[config.mk]
export PLATFORM = sky130hd
export DESIGN_NAME = multicycle_fsm_flat
export DESIGN_NICKNAME = d
export VERILOG_FILES = /design/src/rtl/ctrl_pkg.sv /design/src/rtl/multicycle_fsm_if.sv /design/src/rtl/multicycle_fsm.sv /design/src/flat_wrapper.sv
export SDC_FILE = /design/constraint.sdc
export NUM_CORES = 1
export LEC_CHECK = 0
export CORE_MARGIN = 2
export CORE_UTILIZATION = 35
export CTS_BUF_LIST = sky130_fd_sc_hd__clkbuf_8 sky130_fd_sc_hd__clkbuf_16
export CTS_CLUSTER_SIZE = 24
export DETAILED_ROUTE_END_ITERATION = 6
export PLACE_DENSITY_LB_ADDON = 0.25
export SLEW_MARGIN = 0
export SYNTH_ARGS = -nofsm -noshare
export SYNTH_HDL_FRONTEND = slang
export SYNTH_SLANG_ARGS = --single-unit
[constraint.sdc]
create_clock -name clk -period 1.7 [get_ports clk]
set_clock_uncertainty 0.1 [all_clocks]
set_input_delay 0.34 -clock clk [delete_from_list [all_inputs] [get_ports clk]]
set_output_delay 0.34 -clock clk [all_outputs]
set_load 0.005 [all_outputs]
[src/rtl/ctrl_pkg.sv]
// Shared encodings for the multicycle control FSM: state enum, datapath mux
// selects, opcode classes and the decoded control bundle.
package ctrl_pkg;

  localparam int unsigned STATE_W   = 4;
  localparam int unsigned OP_W      = 2;
  localparam int unsigned FUNCT_W   = 6;
  localparam int unsigned SEL_W     = 2;
  localparam int unsigned FUNCT_I   = 5;
  localparam int unsigned FUNCT_L   = 0;

  typedef enum logic [STATE_W-1:0] {
    S_FETCH    = 4'd0,
    S_DECODE   = 4'd1,
    S_MEMADR   = 4'd2,
    S_MEMREAD  = 4'd3,
    S_MEMWB    = 4'd4,
    S_MEMWRITE = 4'd5,
    S_EXECUTER = 4'd6,
    S_EXECUTEI = 4'd7,
    S_ALUWB    = 4'd8,
    S_ALUWB2   = 4'd9,
    S_BRANCH   = 4'd10
  } state_e;

  localparam logic [SEL_W-1:0] SRCA_REG    = 2'b00;
  localparam logic [SEL_W-1:0] SRCA_PC     = 2'b01;
  localparam logic [SEL_W-1:0] SRCA_ALUOUT = 2'b10;

  localparam logic [SEL_W-1:0] SRCB_REG    = 2'b00;
  localparam logic [SEL_W-1:0] SRCB_IMM    = 2'b01;
  localparam logic [SEL_W-1:0] SRCB_FOUR   = 2'b10;

  localparam logic [SEL_W-1:0] RES_ALUOUT    = 2'b00;
  localparam logic [SEL_W-1:0] RES_DATA      = 2'b01;
  localparam logic [SEL_W-1:0] RES_ALURESULT = 2'b10;

  localparam logic [OP_W-1:0] OP_DP  = 2'b00;
  localparam logic [OP_W-1:0] OP_MEM = 2'b01;
  localparam logic [OP_W-1:0] OP_BR  = 2'b10;
  localparam logic [OP_W-1:0] OP_UND = 2'b11;

  // Unconditioned strobes and mux selects produced for one state.
  typedef struct packed {
    logic             ir_write;
    logic             adr_src;
    logic [SEL_W-1:0] alu_src_a;
    logic [SEL_W-1:0] alu_src_b;
    logic [SEL_W-1:0] result_src;
    logic             alu_op;
    logic             next_pc;
    logic             reg_w;
    logic             reg_w2;
    logic             mem_w;
    logic             branch;
  } ctrl_out_t;

  // FETCH decode; also used during reset with mem_ready forced low.
  function automatic ctrl_out_t fetch_out(input logic mem_ready);
    ctrl_out_t o;
    o            = '0;
    o.adr_src    = 1'b0;
    o.alu_src_a  = SRCA_PC;
    o.alu_src_b  = SRCB_FOUR;
    o.result_src = RES_ALURESULT;
    o.ir_write   = mem_ready;
    o.next_pc    = mem_ready;
    return o;
  endfunction

endpackage

[src/rtl/multicycle_fsm_if.sv]
// Instruction-field inputs, memory handshake and control outputs of the
// multicycle controller.
interface multicycle_fsm_if;
  import ctrl_pkg::*;

  logic [OP_W-1:0]    Op;
  logic [FUNCT_W-1:0] Funct;
  logic               LongMul;
  logic               MemReady;

  logic               IRWrite;
  logic               AdrSrc;
  logic [SEL_W-1:0]   ALUSrcA;
  logic [SEL_W-1:0]   ALUSrcB;
  logic [SEL_W-1:0]   ResultSrc;
  logic               ALUOp;
  logic               NextPC;
  logic               RegW;
  logic               RegW2;
  logic               MemW;
  logic               Branch;
  logic [STATE_W-1:0] State;

  modport master (
    input  Op, Funct, LongMul, MemReady,
    output IRWrite, AdrSrc, ALUSrcA, ALUSrcB, ResultSrc, ALUOp,
           NextPC, RegW, RegW2, MemW, Branch, State
  );

  modport slave (
    output Op, Funct, LongMul, MemReady,
    input  IRWrite, AdrSrc, ALUSrcA, ALUSrcB, ResultSrc, ALUOp,
           NextPC, RegW, RegW2, MemW, Branch, State
  );

endinterface

[src/rtl/multicycle_fsm.sv]
// Main control FSM of the multicycle ARM core: fetch/decode/execute/memory/
// writeback sequencing with Moore outputs and MemReady-gated memory strobes.
module multicycle_fsm
  import ctrl_pkg::*;
#(
  parameter bit HAS_MEM_WAIT = 1'b1
) (
  input  logic             clk,
  input  logic             reset,
  multicycle_fsm_if.master bus
);

  state_e    state_q;
  state_e    state_d;
  ctrl_out_t out_c;
  logic      mem_ready_c;
  logic      unused_funct_c;

  assign mem_ready_c    = HAS_MEM_WAIT ? bus.MemReady : 1'b1;
  assign unused_funct_c = ^bus.Funct[FUNCT_I-1:FUNCT_L+1];

  // State register; reset may abort an instruction at any point.
  always_ff @(posedge clk) begin
    if (reset) begin
      state_q <= S_FETCH;
    end else begin
      state_q <= state_d;
    end
  end

  // Next-state and output decode.
  always_comb begin
    state_d = S_FETCH;
    out_c   = '0;

    case (state_q)
      S_FETCH: begin
        out_c   = fetch_out(mem_ready_c);
        state_d = mem_ready_c ? S_DECODE : S_FETCH;
      end

      S_DECODE: begin
        out_c.alu_src_a  = SRCA_PC;
        out_c.alu_src_b  = SRCB_FOUR;
        out_c.result_src = RES_ALURESULT;
        case (bus.Op)
          OP_MEM:  state_d = S_MEMADR;
          OP_DP:   state_d = bus.Funct[FUNCT_I] ? S_EXECUTEI : S_EXECUTER;
          OP_BR:   state_d = S_BRANCH;
          default: state_d = S_FETCH;
        endcase
      end

      S_MEMADR: begin
        out_c.alu_src_a = SRCA_REG;
        out_c.alu_src_b = SRCB_IMM;
        state_d = bus.Funct[FUNCT_L] ? S_MEMREAD : S_MEMWRITE;
      end

      S_MEMREAD: begin
        out_c.adr_src = 1'b1;
        state_d = mem_ready_c ? S_MEMWB : S_MEMREAD;
      end

      S_MEMWB: begin
        out_c.result_src = RES_DATA;
        out_c.reg_w      = 1'b1;
        state_d          = S_FETCH;
      end

      // Write strobe only in the cycle the memory accepts it.
      S_MEMWRITE: begin
        out_c.adr_src = 1'b1;
        out_c.mem_w   = mem_ready_c;
        state_d = mem_ready_c ? S_FETCH : S_MEMWRITE;
      end

      S_EXECUTER: begin
        out_c.alu_src_a = SRCA_REG;
        out_c.alu_src_b = SRCB_REG;
        out_c.alu_op    = 1'b1;
        state_d         = S_ALUWB;
      end

      S_EXECUTEI: begin
        out_c.alu_src_a = SRCA_REG;
        out_c.alu_src_b = SRCB_IMM;
        out_c.alu_op    = 1'b1;
        state_d         = S_ALUWB;
      end

      S_ALUWB: begin
        out_c.result_src = RES_ALUOUT;
        out_c.reg_w      = 1'b1;
        state_d = bus.LongMul ? S_ALUWB2 : S_FETCH;
      end

      S_ALUWB2: begin
        out_c.result_src = RES_ALUOUT;
        out_c.reg_w2     = 1'b1;
        state_d          = S_FETCH;
      end

      S_BRANCH: begin
        out_c.alu_src_a  = SRCA_REG;
        out_c.alu_src_b  = SRCB_IMM;
        out_c.result_src = RES_ALURESULT;
        out_c.branch     = 1'b1;
        state_d          = S_FETCH;
      end

      default: begin
        out_c   = '0;
        state_d = S_FETCH;
      end
    endcase

    // Reset kills every strobe and presents the FETCH selects.
    if (reset) begin
      out_c = fetch_out(1'b0);
    end
  end

  assign bus.IRWrite   = out_c.ir_write;
  assign bus.AdrSrc    = out_c.adr_src;
  assign bus.ALUSrcA   = out_c.alu_src_a;
  assign bus.ALUSrcB   = out_c.alu_src_b;
  assign bus.ResultSrc = out_c.result_src;
  assign bus.ALUOp     = out_c.alu_op;
  assign bus.NextPC    = out_c.next_pc;
  assign bus.RegW      = out_c.reg_w;
  assign bus.RegW2     = out_c.reg_w2;
  assign bus.MemW      = out_c.mem_w;
  assign bus.Branch    = out_c.branch;
  assign bus.State     = STATE_W'(state_q);

endmodule
[src/flat_wrapper.sv]
// flat-port wrapper written by rule: the top's interface ports become plain ports
module multicycle_fsm_flat import ctrl_pkg::*;
#(
  parameter bit HAS_MEM_WAIT = 1'b1
)
  (clk, reset, bus_Op, bus_Funct, bus_LongMul, bus_MemReady, bus_IRWrite, bus_AdrSrc, bus_ALUSrcA, bus_ALUSrcB, bus_ResultSrc, bus_ALUOp, bus_NextPC, bus_RegW, bus_RegW2, bus_MemW, bus_Branch, bus_State);
  multicycle_fsm_if bus_i ();
  input  logic clk;
  input  logic reset;
  input wire logic [$bits(bus_i.Op)-1:0] bus_Op;
  input wire logic [$bits(bus_i.Funct)-1:0] bus_Funct;
  input wire logic [$bits(bus_i.LongMul)-1:0] bus_LongMul;
  input wire logic [$bits(bus_i.MemReady)-1:0] bus_MemReady;
  output wire logic [$bits(bus_i.IRWrite)-1:0] bus_IRWrite;
  output wire logic [$bits(bus_i.AdrSrc)-1:0] bus_AdrSrc;
  output wire logic [$bits(bus_i.ALUSrcA)-1:0] bus_ALUSrcA;
  output wire logic [$bits(bus_i.ALUSrcB)-1:0] bus_ALUSrcB;
  output wire logic [$bits(bus_i.ResultSrc)-1:0] bus_ResultSrc;
  output wire logic [$bits(bus_i.ALUOp)-1:0] bus_ALUOp;
  output wire logic [$bits(bus_i.NextPC)-1:0] bus_NextPC;
  output wire logic [$bits(bus_i.RegW)-1:0] bus_RegW;
  output wire logic [$bits(bus_i.RegW2)-1:0] bus_RegW2;
  output wire logic [$bits(bus_i.MemW)-1:0] bus_MemW;
  output wire logic [$bits(bus_i.Branch)-1:0] bus_Branch;
  output wire logic [$bits(bus_i.State)-1:0] bus_State;
  assign bus_i.Op = bus_Op;
  assign bus_i.Funct = bus_Funct;
  assign bus_i.LongMul = bus_LongMul;
  assign bus_i.MemReady = bus_MemReady;
  assign bus_IRWrite = bus_i.IRWrite;
  assign bus_AdrSrc = bus_i.AdrSrc;
  assign bus_ALUSrcA = bus_i.ALUSrcA;
  assign bus_ALUSrcB = bus_i.ALUSrcB;
  assign bus_ResultSrc = bus_i.ResultSrc;
  assign bus_ALUOp = bus_i.ALUOp;
  assign bus_NextPC = bus_i.NextPC;
  assign bus_RegW = bus_i.RegW;
  assign bus_RegW2 = bus_i.RegW2;
  assign bus_MemW = bus_i.MemW;
  assign bus_Branch = bus_i.Branch;
  assign bus_State = bus_i.State;
  multicycle_fsm #(.HAS_MEM_WAIT(HAS_MEM_WAIT)) u_core (.clk(clk), .reset(reset), .bus(bus_i));
endmodule
==> PnR_summary.wiki, run 1 <==
{| class="wikitable"
! Metric !! Value
|-
| Total of max-cap violations || 0
|-
| Clock slew at reported path FFs || 30 ps
|-
| Fin Hold WS || 585 ps
|-
| Final antenna diode count || 0
|-
| DIE HEIGHT || 41.2 um
|-
| Count of standard-cell rows || 13
|-
| Register bit total from synthesis || 4
|-
| Worst setup margin || 10.7 ps
|-
| Placed Area || 826 um^2
|-
| Mapped Area || 484 um^2
|-
| Post-CTS Hold Buffers || 0
|-
| Reg-to-reg startpoint || u_core.bus.State[3]$_SDFF_PP0_
|-
| FF-to-FF End || u_core.bus.State[0]$_SDFF_PP0_
|-
| Register-to-register setup slack || 130 ps
|-
| Per-instance average area after synthesis || 7.34 um^2
|-
| Cell with the most instances after synthesis || sky130_fd_sc_hd__nor2_1
|-
| Gp weighted congestion || 0.772
|-
| Clk sink count || 4
|-
| Overall die width || 41.2 um
|-
| Fraction of registers with async set or reset after synthesis || 0%
|-
| Count of distinct cell types in the synthesized netlist || 32
|-
| Worst Hold End || u_core.bus.State[1]$_SDFF_PP0_
|-
| Overall Power || 0.000579 W
|-
| Via count || 646
|-
| Number of port buffers || 24
|-
| Initial drt markers || 8
|-
| Total grt overflow || 0
|-
| Flip-flop count of the largest register after layout || 4
|-
| Setup crit end kind || output port
|-
| Worst vdd ir || 304 uV
|-
| Yosys warnings || 0
|-
| Vias in the first global route || 550
|-
| Highest clock frequency the design can meet || 592 MHz
|-
| P&R area growth vs syn || 101%
|-
| Setup violations, final || 0
|-
| Net Count, Synth || 78
|-
| Number of nets in the finished design || 123
|-
| Leakage power total || 0.445 nW
|-
| Global-route wire length before repair || 2390 um
|-
| Status || finished clean
|-
| Maximum number of pins on one net before global-route repair || 11
|-
| Crit path DAT || 1250 ps
|-
| I/O pins || 30
|-
| Initial cell density of the core || 37.2%
|-
| Worst setup slack before clock tree synthesis || -541 ps
|-
| Number of design rule violations left after detail routing || 0
|-
| Primary flip-flop cell chosen by synthesis mapping || sky130_fd_sc_hd__dfxtp_1
|-
| Final max-slew violation count || 0
|-
| Min cycle time layout || 1690 ps
|-
| Largest cells by area after synthesis || sky130_fd_sc_hd__dfxtp_1, sky130_fd_sc_hd__nand2b_1, sky130_fd_sc_hd__nor4bb_1, sky130_fd_sc_hd__buf_4, sky130_fd_sc_hd__nand3b_1
|-
| Final number of hold-violating endpoints || 0
|-
| Final routed wire length divided by cell count || 13.9 um
|-
| Inserted Clock Buffers || 3
|-
| Kind of path behind the tightest hold check || flop to flop
|-
| Count of TritonRoute iterations in the first routing pass || 4
|-
| Share of layout cells above drive strength 1 || 53.2%
|-
| Required @ worst endpoint || 1260 ps
|-
| Final wirelength || 1720 um
|-
| Maximum level of the CTS H-tree || 1
|-
| Total routing usage reported by global routing || 22.7%
|-
| Antenna viol nets, final || 0
|-
| Root Buffer || sky130_fd_sc_hd__clkbuf_8
|-
| Dominant cell type by area after synthesis || sky130_fd_sc_hd__dfxtp_1
|-
| Critical path type || flop to output port
|-
| Antenna violations before repair || 0
|-
| Number of enable-type register cells in the synthesized netlist || 0
|-
| Clock tree from TritonCTS || done
|-
| Depth of the worst hold-timing path || 3
|-
| Clk Latency, worst-skew pair || 220 ps
|-
| Maximum buffer depth of the clock tree || 2
|-
| Total Die Area || 1700 um^2
|-
| Largest fanout on the critical path || 4
|-
| Total half-perimeter wirelength after legalization and detailed placement || 1110 um
|-
| Critical path launch point type || flop
|-
| Area fraction of the dominant cell type after synthesis || 16.5%
|-
| Depth of the most critical reg-to-reg path || 6
|-
| Top cells by count, synth || sky130_fd_sc_hd__nor2_1, sky130_fd_sc_hd__nand2b_1, sky130_fd_sc_hd__buf_4, sky130_fd_sc_hd__dfxtp_1, sky130_fd_sc_hd__nand3b_1
|-
| Setup repair after global routing missed its margin || yes
|-
| Portion of the post-synthesis area used by sequential elements || 16.5%
|-
| Worst min-delay path startpoint || u_core.bus.State[0]$_SDFF_PP0_
|-
| Total power density per cell area || 596 nW/um^2
|-
| Core ar. || 1300 um^2
|-
| Number of vias per cell after detailed routing || 5.21
|-
| Summed area of non-filler cells in the final layout || 971 um^2
|-
| Gate count after technology mapping || 66
|-
| Final cycle utilization of the critical path || 99.4%
|}
-- stage by stage --
| stage | util [%] | std cells | TNS [ps] |
|---|---|---|---|
| after detailed placement | 63.5 | 115 | -6110 |
| after floorplan | - | 66 | 0 |
| after global placement | 63.5 | 115 | -5800 |
| final | 74.6 | 124 | 0 |
| after CTS | 70.5 | 121 | -229 |
| after global routing | 74.6 | 124 | -213 |
-- cell families after synthesis --
logic type | Yosys count | share of synthesized area [%]
other cells | 1 | 0.774
simple gates | 37 | 47.3
buf+inv | 9 | 12.4
compound gates | 14 | 21.2
xor+xnor | 1 | 1.81
flops | 4 | 16.5
-- worst max-delay path, stage by stage (launching register included) --
cell                       delay [ps]
sky130_fd_sc_hd__dfxtp_4          340
sky130_fd_sc_hd__buf_6            120
sky130_fd_sc_hd__buf_6            120
sky130_fd_sc_hd__nor2_2           110
sky130_fd_sc_hd__a21oi_1           60
sky130_fd_sc_hd__o21bai_1         140
sky130_fd_sc_hd__buf_2            130
-- report_power, final --
| part | leakage (nW) | internal [W] | switching [W] |
|---|---|---|---|
| logic | 0.388 | 0.000150 | 0.000111 |
| clock network | 0.0216 | 0.000151 | 0.0000518 |
| registers | 0.0356 | 0.000102 | 0.0000131 |
| total | 0.445 | 0.000403 | 0.000176 |
-- placed cells by master, fill, tap and decap left out, types with 2 or more instances in the layout --
cell	instances
sky130_fd_sc_hd__clkdlybuf4s50_1	7
sky130_fd_sc_hd__a21oi_1	2
sky130_fd_sc_hd__dlygate4sd2_1	3
sky130_fd_sc_hd__nand2_1	3
sky130_fd_sc_hd__nor2_1	5
sky130_fd_sc_hd__nand2b_4	2
sky130_fd_sc_hd__buf_2	9
sky130_fd_sc_hd__nand3b_1	4
sky130_fd_sc_hd__buf_6	6
sky130_fd_sc_hd__nor4bb_1	3
sky130_fd_sc_hd__clkbuf_2	4
sky130_fd_sc_hd__nor2_2	2
sky130_fd_sc_hd__a31oi_1	3
sky130_fd_sc_hd__clkbuf_8	3
sky130_fd_sc_hd__dfxtp_4	4
sky130_fd_sc_hd__buf_4	19
sky130_fd_sc_hd__nand2b_1	3
sky130_fd_sc_hd__nor3b_1	2
sky130_fd_sc_hd__o21bai_1	3
-- worst max path at each step --
stage | endpoint | cells past startpoint | start | slack (ps)
after global placement | bus_IRWrite | 4 | reset | -510
after detailed placement | bus_MemW | 3 | reset | -540
after CTS | bus_IRWrite | 5 | u_core.bus.State[1]$_SDFF_PP0_ | -90
after global routing | bus_ResultSrc[1] | 6 | u_core.bus.State[1]$_SDFF_PP0_ | -100
final | bus_ResultSrc[1] | 6 | u_core.bus.State[1]$_SDFF_PP0_ | 10
after floorplan | bus_ALUSrcB[1] | 4 | u_core.bus.State[2]$_SDFF_PP0_ | 130
-- what timing repair did --
item	4_1_cts	5_1_grt
buffers inserted	3	3
pin swaps	2	4
gates resized for setup	62	20
setup endpoints to repair	17	14
-- final cells by class --
class | count | area (um^2)
fill | 90 | 330
clock buffer | 3 | 41.3
tap | 15 | 18.8
timing repair buffer | 49 | 384
sequential | 4 | 95.1
multi-input combinational | 53 | 432
-- layer usage --
layer,share of wire [%],vias to the layer above,GRT usage [%]
li1,-,321,-
met1,42,300,25.2
met2,51,20,37.5
met3,4.0,5,4.89
met4,2.6,0,16.9
met5,0,-,0
Power figures use the tool's default switching activity.
==> run 2, diff against run 1 <==
Settings changed: CTS_CLUSTER_DIAMETER set to 30, PLACE_DENSITY set to 0.73, PLACE_DENSITY_LB_ADDON 0.25 to unset.
==> run 2 against run 1 <==
- the flow now finishes with violations (setup timing)
- power down 4.4%
- clock-buffer cell count unchanged
- fmax down 3.1%
- non-clock buffer count down 6
- design area down 6.2%
- first-iteration DRC count down 88%
- sequential share of layout area up 0.096 points
- flip-flop and latch count unchanged
- critical path depth down 2
- critical path type unchanged
- largest cell class unchanged
==> PnR_summary.wiki, run 2 (synthesis results as in run 1) <==
{| class="wikitable"
! Metric !! Value
|-
| Setup repair after global routing missed its margin || yes
|-
| Leakage power total || 0.391 nW (-12%)
|-
| Status || finished with violations
|-
| Critical path buffer and inverter count || 2 (-1)
|-
| Reg-to-reg startpoint || u_core.bus.State[0]$_SDFF_PP0_
|-
| Critical path launch point || u_core.bus.State[1]$_SDFF_PP0_
|-
| P&R area growth vs syn || 88.1%
|-
| Total power density per cell area || 607 nW/um^2 (+1.9%)
|-
| Largest delay share family, worst path || simple AND/OR/NAND/NOR gates
|-
| Commonest non-fill, non-tap cells in the layout || sky130_fd_sc_hd__buf_4, sky130_fd_sc_hd__clkdlybuf4s50_1, sky130_fd_sc_hd__nor2_1
|-
| Total of max-cap violations || 0 (unchanged)
|-
| Final wirelength || 1590 um (-7.6%)
|-
| Flip-flop count of the largest register after layout || 4 (unchanged)
|-
| Required @ worst endpoint || 1260 ps (about the same)
|-
| Final non-filler cell total || 118 (-4.8%)
|-
| Highest clock frequency the design can meet || 574 MHz (-3.1%)
|-
| Final number of hold-violating endpoints || 0 (unchanged)
|-
| Number of nets in the finished design || 117 (-4.9%)
|-
| FF-to-FF End || u_core.bus.State[0]$_SDFF_PP0_
|-
| Total stage count of the critical path || 4 (-2)
|-
| Share of power burned in combinational logic || 41.5% (-3.6 points)
|-
| Clk sink count || 4 (unchanged)
|-
| Min cycle time layout || 1740 ps (+54.0 ps)
|-
| Worst setup slack before clock tree synthesis || -526 ps (+15.2 ps)
|-
| Gp weighted congestion || 0.759 (-1.7%)
|-
| Number of vias per cell after detailed routing || 5.10 (-2.1%)
|-
| Overall Power || 0.000553 W (-4.4%)
|-
| Net switching power || 0.000168 W (-4.5%)
|-
| Worst setup margin || -43.3 ps (-54.0 ps)
|-
| DIE HEIGHT || 41.2 um (unchanged)
|-
| Final antenna diode count || 0 (unchanged)
|-
| Critical-path top delay cell || sky130_fd_sc_hd__dfxtp_4
|-
| Total half-perimeter wirelength after legalization and detailed placement || 1140 um (+2.5%)
|-
| Setup crit end kind || output port
|-
| Initial drt markers || 1 (-7)
|-
| Root Buffer || sky130_fd_sc_hd__clkbuf_8
|-
| Int Power || 0.000385 W (-4.4%)
|-
| Placed Cells || 113 (-1.7%)
|-
| Total Die Area || 1700 um^2 (unchanged)
|-
| Global-route wire length before repair || 2320 um (-3.2%)
|-
| Antenna violations before repair || 0 (unchanged)
|-
| Destination of the critical timing path || bus_MemW
|-
| Fraction of power spent switching nets || 30.4% (about the same)
|-
| Depth of the most critical reg-to-reg path || 5 (-1)
|-
| Inserted Clock Buffers || 3 (unchanged)
|-
| Count of TritonRoute iterations in the first routing pass || 4 (unchanged)
|-
| Most common cell after layout, fill and taps aside || sky130_fd_sc_hd__buf_4
|-
| Total grt overflow || 0 (unchanged)
|-
| Critical path type || flop to output port
|-
| Post-CTS Hold Buffers || 0 (unchanged)
|-
| Vias in the first global route || 518 (-5.8%)
|-
| Largest fanout on the critical path || 5 (+1)
|-
| Clock tree from TritonCTS || done
|-
| Maximum number of pins on one net before global-route repair || 12 (+1)
|-
| Critical path launch point type || flop
|-
| Maximum buffer depth of the clock tree || 2 (unchanged)
|-
| Kind of path behind the tightest hold check || primary input to flop
|-
| Core ar. || 1300 um^2 (unchanged)
|-
| Register-to-register setup slack || 230 ps (+100 ps)
|-
| Final cycle utilization of the critical path || 103% (+3.2 points)
|-
| Fraction of power consumed by sequential logic || 21.0% (+1.1 points)
|-
| Count of standard-cell rows || 13 (unchanged)
|-
| Antenna viol nets, final || 0 (unchanged)
|-
| Chain of cells forming the critical path || buf_6 > nand2b_4 > nor4b_4 > buf_2
|-
| Final max-slew violation count || 0 (unchanged)
|-
| Number of port buffers || 24 (unchanged)
|-
| Count of fill cells added during filler insertion || 105 (+17%)
|-
| Initial cell density of the core || 37.2% (unchanged)
|-
| Clock share of power || 37.5% (+2.4 points)
|-
| Via count || 602 (-6.8%)
|-
| Overall die width || 41.2 um (unchanged)
|-
| Delay contributed by the slowest stage of the critical path || 350 ps (about the same)
|-
| Accumulated negative setup slack || -43.3 ps (-43.3 ps)
|-
| Maximum level of the CTS H-tree || 1 (unchanged)
|-
| Total routing usage reported by global routing || 21.9% (-0.86 points)
|-
| Final routed wire length divided by cell count || 13.5 um (-2.9%)
|-
| Worst vdd ir || 397 uV (+31%)
|-
| Clk Latency, worst-skew pair || 220 ps (about the same)
|-
| Number of design rule violations left after detail routing || 0 (unchanged)
|-
| Crit path DAT || 1300 ps (+50 ps)
|-
| Setup violations, final || 1 (+1)
|-
| Violated checks || setup timing
|-
| I/O pins || 30 (unchanged)
|-
| Clock slew at reported path FFs || 30 ps (about the same)
|-
| Share of layout cells above drive strength 1 || 45.6% (-7.6 points)
|}
run 2: layout make-up:
| cell class | instances | area, um^2 | area share [%] |
|---|---|---|---|
| well taps | 15 | 18.8 | 2.06 |
| flip-flops and latches | 4 | 90.1 | 9.89 |
| multi-input cells | 53 | 410 | 45.1 |
| clock buffers | 3 | 41.3 | 4.53 |
| repair buffers | 43 | 350 | 38.5 |
run 2: what timing repair did:
| action | in CTS | in global routing |
|---|---|---|
| pin swaps | 2 | 2 |
| endpoints found under the setup margin | 17 | 11 |
| setup buffers | 1 | 1 |
| resized for setup | 54 | 10 |
run 2: worst min-delay path, delay by kind of cell:
kind	cells	cell delay (ps)
AO/OA/AOI/OAI	1	60
AND/OR/NAND/NOR	1	90
buffers and inverters	1	400
run 2: metrics by stage:
step	util, %	instance area [um^2]	hold slack [ps]
2_1_floorplan	-	484	399
3_3_place_gp	62.3	811	663
3_5_place_dp	62.3	811	666
4_1_cts	70.1	912	617
5_1_grt	70.0	911	639
6_report	70.0	911	616
run 2: worst min-delay path by stage:
| stage | startpoint | endpoint | slack (ps) | cells past startpoint |
|---|---|---|---|---|
| finish | bus_Funct[5] | u_core.bus.State[0]$_SDFF_PP0_ | 620 | 3 |
| global route | bus_Funct[5] | u_core.bus.State[0]$_SDFF_PP0_ | 640 | 3 |
| global placement | u_core.bus.State[3]$_SDFF_PP0_ | u_core.bus.State[3]$_SDFF_PP0_ | 660 | 3 |
| floorplan | bus_Op[1] | u_core.bus.State[3]$_SDFF_PP0_ | 400 | 2 |
| CTS | bus_Funct[5] | u_core.bus.State[0]$_SDFF_PP0_ | 620 | 3 |
| detailed placement | u_core.bus.State[3]$_SDFF_PP0_ | u_core.bus.State[3]$_SDFF_PP0_ | 670 | 3 |
run 2: per-layer routing:
metal / global-route usage, % / wire (um) / vias to the layer above / share of wire (%)
met5: 0 / 0 / - / 0
met4: 9.68 / 21 / 0 / 1.3
met3: 3.26 / 66 / 2 / 4.1
met2: 43.0 / 888 / 20 / 56
met1: 22.0 / 614 / 269 / 39
li1: - / - / 311 / -
run 2: power by group through the flow:
stage               Combinational (W)  Clock, W  Sequential [W]
global placement             0.000202         0        0.000113
global route                 0.000250  0.000213        0.000117
finish                       0.000229  0.000208        0.000116
CTS                          0.000223  0.000210        0.000117
floorplan                    0.000106         0        0.000113
detailed placement           0.000208         0        0.000114
